===== config.mk =====
export PLATFORM = sky130hd
export DESIGN_NAME = led_sequencer
export DESIGN_NICKNAME = d
export VERILOG_FILES = /design/src/rtl/led_sequencer.sv
export SDC_FILE = /design/constraint.sdc
export NUM_CORES = 1
export LEC_CHECK = 0
export CAP_MARGIN = 20
export CORE_ASPECT_RATIO = 1.25
export CORE_UTILIZATION = 45
export CTS_CLUSTER_SIZE = 28
export DETAILED_ROUTE_END_ITERATION = 8
export PLACE_DENSITY_LB_ADDON = 0.05
export SYNTH_ARGS = -nofsm -noshare
export SYNTH_HDL_FRONTEND = slang
export SYNTH_SLANG_ARGS = --single-unit

===== constraint.sdc =====
create_clock -name clk -period 2.35 [get_ports clk]
set_input_delay 0.47 -clock clk [delete_from_list [all_inputs] [get_ports clk]]
set_output_delay 0.47 -clock clk [all_outputs]
set_load 0.01 [all_outputs]

===== src/rtl/led_sequencer.sv =====
// LED colour sequencer: steps a colour code through [MIN_VAL..MAX_VAL] from a
// synchronised push-button, with up/down/single-step/ping-pong modes and a rate prescaler.
module led_sequencer #(
    parameter int unsigned WIDTH   = 3,
    parameter int unsigned MIN_VAL = 1,
    parameter int unsigned MAX_VAL = 6,
    parameter int unsigned RATE_W  = 4
) (
    input  logic              clk,
    input  logic              rst,
    input  logic              button,
    input  logic [1:0]        mode,
    input  logic [RATE_W-1:0] rate,
    output logic [WIDTH-1:0]  colour,
    output logic              wrap
);

    localparam logic [WIDTH-1:0]  MIN_C   = WIDTH'(MIN_VAL);
    localparam logic [WIDTH-1:0]  MAX_C   = WIDTH'(MAX_VAL);
    localparam logic [WIDTH-1:0]  MIN_P1  = WIDTH'(MIN_VAL + 1);
    localparam logic [WIDTH-1:0]  MAX_M1  = WIDTH'(MAX_VAL - 1);
    localparam logic [WIDTH-1:0]  ONE_C   = WIDTH'(1);
    localparam logic [RATE_W-1:0] CNT_ONE = RATE_W'(1);

    localparam logic [1:0] MODE_UP     = 2'b00;
    localparam logic [1:0] MODE_DOWN   = 2'b01;
    localparam logic [1:0] MODE_SINGLE = 2'b10;
    localparam logic [1:0] MODE_PING   = 2'b11;

    typedef enum logic {
        DIR_UP   = 1'b0,
        DIR_DOWN = 1'b1
    } dir_t;

    logic              sync1;
    logic              btn_s;
    logic              btn_prev;
    logic [1:0]        mode_q;
    logic [RATE_W-1:0] cnt_q;
    logic [RATE_W-1:0] cnt_d;
    logic [WIDTH-1:0]  colour_q;
    logic [WIDTH-1:0]  colour_d;
    logic              wrap_q;
    logic              wrap_d;
    dir_t              dir_q;
    dir_t              dir_d;
    logic              illegal_c;
    logic              mode_chg_c;
    logic              step_c;

    assign illegal_c  = (colour_q < MIN_C) || (colour_q > MAX_C);
    assign mode_chg_c = (mode != mode_q);

    // Two-flop button synchroniser plus edge-detect history and mode history.
    always_ff @(posedge clk or posedge rst) begin
        if (rst) begin
            sync1    <= 1'b0;
            btn_s    <= 1'b0;
            btn_prev <= 1'b0;
            mode_q   <= MODE_UP;
        end else begin
            sync1    <= button;
            btn_s    <= sync1;
            btn_prev <= btn_s;
            mode_q   <= mode;
        end
    end

    // Sequencer state register.
    always_ff @(posedge clk or posedge rst) begin
        if (rst) begin
            colour_q <= MIN_C;
            cnt_q    <= '0;
            wrap_q   <= 1'b0;
            dir_q    <= DIR_UP;
        end else begin
            colour_q <= colour_d;
            cnt_q    <= cnt_d;
            wrap_q   <= wrap_d;
            dir_q    <= dir_d;
        end
    end

    // Next-state: recovery, then mode change, then prescaler/edge qualified stepping.
    always_comb begin
        colour_d = colour_q;
        cnt_d    = cnt_q;
        dir_d    = dir_q;
        wrap_d   = 1'b0;
        step_c   = 1'b0;

        if (mode_chg_c && (mode_q == MODE_PING)) begin
            dir_d = DIR_UP;
        end

        if (illegal_c) begin
            colour_d = MIN_C;
            cnt_d    = '0;
        end else if (mode_chg_c) begin
            cnt_d = '0;
        end else if (mode == MODE_SINGLE) begin
            cnt_d  = '0;
            step_c = btn_s & ~btn_prev;
        end else if (!btn_s) begin
            cnt_d = '0;
        end else if (cnt_q == rate) begin
            cnt_d  = '0;
            step_c = 1'b1;
        end else begin
            cnt_d = cnt_q + CNT_ONE;
        end

        // Endpoints are tested before +1/-1 so arithmetic never leaves the range.
        if (step_c) begin
            case (mode)
                MODE_DOWN: begin
                    if (colour_q == MIN_C) begin
                        colour_d = MAX_C;
                        wrap_d   = 1'b1;
                    end else begin
                        colour_d = colour_q - ONE_C;
                    end
                end
                MODE_PING: begin
                    if (dir_q == DIR_UP) begin
                        if (colour_q == MAX_C) begin
                            colour_d = colour_q - ONE_C;
                            dir_d    = DIR_DOWN;
                            wrap_d   = 1'b1;
                        end else begin
                            colour_d = colour_q + ONE_C;
                            if (colour_q == MAX_M1) begin
                                dir_d  = DIR_DOWN;
                                wrap_d = 1'b1;
                            end
                        end
                    end else begin
                        if (colour_q == MIN_C) begin
                            colour_d = colour_q + ONE_C;
                            dir_d    = DIR_UP;
                            wrap_d   = 1'b1;
                        end else begin
                            colour_d = colour_q - ONE_C;
                            if (colour_q == MIN_P1) begin
                                dir_d  = DIR_UP;
                                wrap_d = 1'b1;
                            end
                        end
                    end
                end
                default: begin
                    if (colour_q == MAX_C) begin
                        colour_d = MIN_C;
                        wrap_d   = 1'b1;
                    end else begin
                        colour_d = colour_q + ONE_C;
                    end
                end
            endcase
        end
    end

    assign colour = colour_q;
    assign wrap   = wrap_q;

endmodule

==> metrics.txt, run 1 <==
Commonest cells post-synth dfrtp_1, nor2_1, xnor2_1; hold crit path type flip-flop to flip-flop; critical path peak fanout 6; Async SR Flop Fraction between 90% and 100%; top area cells in the synthesized netlist dfrtp_1, ha_1, xnor2_1; Synth Area in Adders 6.99%; Area growth syn-to-layout 20.8%; Seq/Total Area, Yosys between 30% and 40%; proportion of synthesized area in mux cells approximately 1.7%; via count a little over 700; layout cell share with drive strength beyond 1 around 15%; Slew HR about 65%; GRT Util Overall around a fifth; Synth Area in Compound Gates roughly a fifth; CTS tree done; clk sinks 14; Die W 41.9 um; Critical Path End Type flip-flop; Port-buffer cells 12; Clock transition at path regs roughly 0.090 ns; Ports 13; Synth warnings 0; maximum vdd ir drop ~0.00047 V; Distinct cells, synth 38; # fillers between 150 and 200; crit path DAT 2.28 ns; violation count after the first detailed-route iteration 17; post-CTS setup buffer count 0; CP Launch Type primary input; Final setup viols 0; post-cts gate resize count 0; placed wire-length estimate roughly 1400 um; number of synthesized register bits 14; largest net degree at the start of global routing 15; Core Region roughly 1800 sq um; cts bufs inserted 3; remaining antenna violation count 0; overflow left after global routing 0; FP Rows 17; Netlist Area Pre-Place 895 sq um; Fin Clk Skew roughly 0.0086 ns; CP required between 2 and 3 ns; final hold violation count 0; Pwr Density roughly 840 nW/um^2; hold slack around 0.37 ns; leakage power between 0.4 and 0.5 nW; synthesized netlist cell count between 90 and 100; Max Cap Viol 0; Max Fclk between 0.4 and 0.5 GHz; mean routed wirelength per cell 14.5 um; Max clock buf depth 2; number of remaining DRC errors 0; H-tree levels 1; first-pass GRT wire length 3300 um; die height between 50 and 60 um; Pwr Total around 900 uW; Post-synth EDFFs 0; post-synthesis simple-gate area fraction between 10% and 20%; final wirelength 1850 um; Setup Crit Path Kind primary input to flip-flop; Worst Tran Pin Value ~0.53 ns; TritonRoute pass-1 iters 4; largest family of logic cells by synthesized area simple AND/OR/NAND/NOR gates; number of global-route vias before repair 719; Via density between 5 and 6; Die Footprint around 2200 sq um; Clock Tree Root clkbuf_4; area leader, netlist dfrtp_1; Post-Syn Nets between 100 and 150; NumNets Final 124; CTS hold repair buffers 0; initial antenna violation count 0; RSZ-0062 raised after global routing no; post-synth top area share 36.4%; top_reg_cell synth dfrtp_1; post-layout min period between 2 and 2.5 ns; Ant. Diodes 0; fin. max-slew vios 0; Final Cycle Share between 80% and 90%; Syn Area/Cell 9.52 sq um; most frequent cell after synthesis dfrtp_1; Clock Latency Late Sink 0.28 ns; XOR/XNOR share of the synthesized area under 10%; Initial Util between 40 and 50%; status completed; RePlAce Congestion 0.816
flip-flops by register name (all words and copies together), names as in the netlist:
name      cells
cnt_q         4
colour        3
mode_q        2
btn_prev      1
btn_s         1
dir_q         1
sync1         1
wrap          1
cells by family after synthesis:
kind of cell	count (synthesis)
muxes	1
buffers and inverters	11
and+or+nand+nor	31
xor gates and xnor gates	9
adders and majority gates	5
AOI/OAI and AO/OA	23
DFF	14
per-stage QoR:
stage	util [%]	instances	area [sq um]	setup TNS, ns	worst slack [ns]
after CTS	59.8	128	1080	0	0.246
after detailed placement	57.8	124	1040	-0.0523	-0.0523
final	59.8	128	1080	0	0.240
after global routing	59.8	128	1080	0	0.156
after floorplan	-	94	895	0	0.425
after global placement	57.8	124	1040	-0.0303	-0.0303
critical path: stages:
cell	delay, ns
clkdlybuf4s50_1	0.44
xor2_1	0.19
or4b_4	0.54
a21oi_4	0.23
nand3_2	0.11
mux2_4	0.31
placed cells by master, fill, tap and decap left out, types with 2 or more instances in the layout:
cell type        instances
buf_4                    3
xnor2_1                  6
clkdlybuf4s50_1         12
nand2_1                  5
o2111ai_1                2
o21ai_1                  2
ha_1                     5
o21ai_0                  3
nor3_1                   4
nor2b_1                  4
nor2_1                   9
a21oi_1                  2
o2bb2ai_1                2
xor2_1                   3
dfrtp_1                 13
inv_2                    2
clkbuf_4                 3
inv_1                    5
a31oi_1                  3
worst paths after layout:
kind	start	end	slack, ns	depth (start not counted)
worst max-delay path	mode[0]	dir_q	0.24	6
worst min-delay path	sync1	btn_s	0.37	0
worst max register to register	colour[0]	dir_q	0.40	6
worst min register to register	sync1	btn_s	0.37	0
max in group asynchronous	rst	colour[0]	1.46	2
min in group asynchronous	rst	sync1	0.51	2
final cells by class:
class                           instances  area (sq um)  share of cell area, %
Multi-Input combinational cell         69           500                   46.3
Clock buffer                            4          36.3                   3.36
Timing Repair Buffer                   15           143                   13.2
Tap cell                               19          23.8                   2.20
Sequential cell                        14           352                   32.5
Inverter                                7          26.3                   2.43
where the power goes:
group | internal, mW | switching (mW) | total, mW | leakage [nW]
clock | 0.0942 | 0.0798 | 0.174 | 0.0210
combinational | 0.189 | 0.211 | 0.400 | 0.246
sequential | 0.274 | 0.0589 | 0.333 | 0.178
total | 0.557 | 0.350 | 0.907 | 0.445
metal layers:
layer / vias up / track usage [%] / routed length, um
li1: 361 / - / -
met4: 0 / 6.45 / 15
met1: 342 / 25.6 / 813
met2: 15 / 35.2 / 968
met5: - / 0 / 0
met3: 2 / 3.13 / 53
Power figures use the tool's default switching activity.
==> run 2: changes to the inputs <==
--- a/config.mk
+++ b/config.mk
@@ -10,6 +10,8 @@
 export CORE_UTILIZATION = 45
 export CTS_CLUSTER_SIZE = 28
 export DETAILED_ROUTE_END_ITERATION = 8
+export GPL_TIMING_DRIVEN = 0
+export HOLD_SLACK_MARGIN = 0.05
 export PLACE_DENSITY_LB_ADDON = 0.05
 export SYNTH_ARGS = -nofsm -noshare
 export SYNTH_HDL_FRONTEND = slang
==> metrics.txt, run 2 (synthesis results as in run 1) <==
status completed; violation count after the first detailed-route iteration 14 (-3); post-CTS setup buffer count 0 (unchanged); worst setup margin 0.129 ns (-0.112 ns); first-pass GRT wire length 3310 um (+0.42%); CP required 2.52 ns (about the same); Ant. Diodes 0 (unchanged); Critical R2R Capture dir_q; Max Fclk 0.450 GHz (-5.0%); Final setup viols 0 (unchanged); final wirelength 1720 um (-6.9%); Clock Tree Root clkbuf_4; crit path to dir_q; Ports 13 (unchanged); RSZ-0062 raised after global routing no; Slew HR 64.9% (+0.26 points); final hold violation count 0 (unchanged); Area growth syn-to-layout 19.0%; largest net degree at the start of global routing 15 (unchanged); Die Footprint 2170 sq um (unchanged); leakage power 0.433 nW (-2.7%); Critical Path End Type flip-flop; Most flops, register cnt_q; placed wire-length estimate 1290 um (-5.4%); final instance area 1060 sq um (-1.5%); P_int 532 uW (-4.5%); Clock transition at path regs 0.08 ns (about the same); initial antenna violation count 0 (unchanged); CP Launch Type primary input; Net Sw Frac 39.2% (+0.58 points); Worst Tran Pin Value 0.526 ns (-0.00390 ns); via count 749 (+4.0%); FP Rows 17 (unchanged); number of remaining DRC errors 0 (unchanged); die height 51.9 um (unchanged); area of the multi-input gates 500 sq um (unchanged); maximum vdd ir drop 0.000400 V (-15%); post-layout min period 2.22 ns (+0.112 ns); worst slack, placed -0.163 ns (-0.110 ns); Max Cap Viol 0 (unchanged); GRT Util Overall 19.8% (-0.43 points); sequential power share 35.6% (-1.1 points); register area 352 sq um (unchanged); Pwr Total 875 uW (-3.6%); Clock Latency Late Sink 0.27 ns (about the same); Initial Util 49.5% (unchanged); post-cts gate resize count 0 (unchanged); r2r worst-path depth 7 (+1); Setup Crit Path Kind primary input to flip-flop; layout cell share with drive strength beyond 1 11.8% (-2.9 points); Via density 5.81 (+3.2%); crit path DAT 2.39 ns (+0.11 ns); Fin Clk Skew 0.00132 ns (-0.00730 ns); Logic pwr share 48.5% (+4.4 points); commonest non-fill, non-tap cell in the layout dfrtp_1; Pwr Density 822 nW/um^2 (-2.1%); number of global-route vias before repair 746 (+3.8%); CTS tree done; clk sinks 14 (unchanged); commonest cells after routing, fill and taps aside dfrtp_1, clkdlybuf4s50_1, nor2_1; Sw Pwr 343 uW (-2.1%); worst setup path startpoint mode[0]; placed cell areas 1040 sq um (-0.60%); Port-buffer cells 12 (unchanged); critical path peak fanout 10 (+4); mean routed wirelength per cell 13.4 um (-7.6%); clock power share 15.9% (-3.3 points); Largest register FFs 4 (unchanged); RR Startpoint colour[0]; fin. max-slew vios 0 (unchanged); hold slack 0.355 ns (-0.0146 ns); RePlAce Congestion 0.931 (+14%); Core Region 1810 sq um (unchanged); cts bufs inserted 3 (unchanged); NumNets Final 125 (+0.81%); remaining antenna violation count 0 (unchanged); Die W 41.9 um (unchanged); FF-to-FF setup slack 0.29 ns (-0.11 ns); overflow left after global routing 0 (unchanged); # fillers 177 (+11%); hold crit path type flip-flop to flip-flop; H-tree levels 1 (unchanged); TritonRoute pass-1 iters 4 (unchanged); Final Cycle Share 94.5% (+4.8 points); Max clock buf depth 2 (unchanged); CTS hold repair buffers 0 (unchanged)
==> run 2: per-layer routing <==
metal | global-route usage [%] | wire length (um) | part of all wire (%)
met5 | 0 | 0 | 0
met4 | 8.06 | 19 | 1.1
met3 | 2.08 | 33 | 1.9
met2 | 34.1 | 897 | 52
met1 | 25.2 | 773 | 45
==> run 2: worst max-delay path, stage by stage <==
cell,delay (ns)
clkdlybuf4s50_1,0.52
clkbuf_1,0.34
and2_1,0.18
o2111ai_1,0.16
a21oi_4,0.28
nand3_2,0.12
mux2_4,0.32
==> run 2: worst min path at each step <==
stage	from	endpoint	slack, ns	depth (start not counted)
6_report	sync1	btn_s	0.35	0
5_1_grt	sync1	btn_s	0.37	0
4_1_cts	sync1	btn_s	0.36	0
3_5_place_dp	sync1	btn_s	0.34	0
3_3_place_gp	sync1	btn_s	0.34	0
2_1_floorplan	sync1	btn_s	0.33	0
==> run 2: area by class of cell <==
class | count | area share, %
multi-input combinational | 69 | 47.0
sequential | 14 | 33.0
timing repair buffer | 12 | 11.3
clock buffer | 4 | 2.47
inverter | 7 | 2.47
tap | 19 | 2.23
buffer | 4 | 1.53
==> run 2: power by group through the flow <==
stage	clock [mW]	combinational [mW]	sequential, mW
after floorplan	0	0.287	0.320
after global placement	0	0.418	0.313
after detailed placement	0	0.421	0.316
after CTS	0.147	0.424	0.311
after global routing	0.159	0.487	0.317
final	0.139	0.425	0.311
==> run 2: stage by stage <==
stage	setup TNS (ns)	std cells	utilization [%]
CTS	0	129	58.9
detailed placement	-0.327	125	57.4
global route	0	129	58.9
floorplan	0	94	-
finish	0	129	58.9
global placement	-0.277	125	57.4
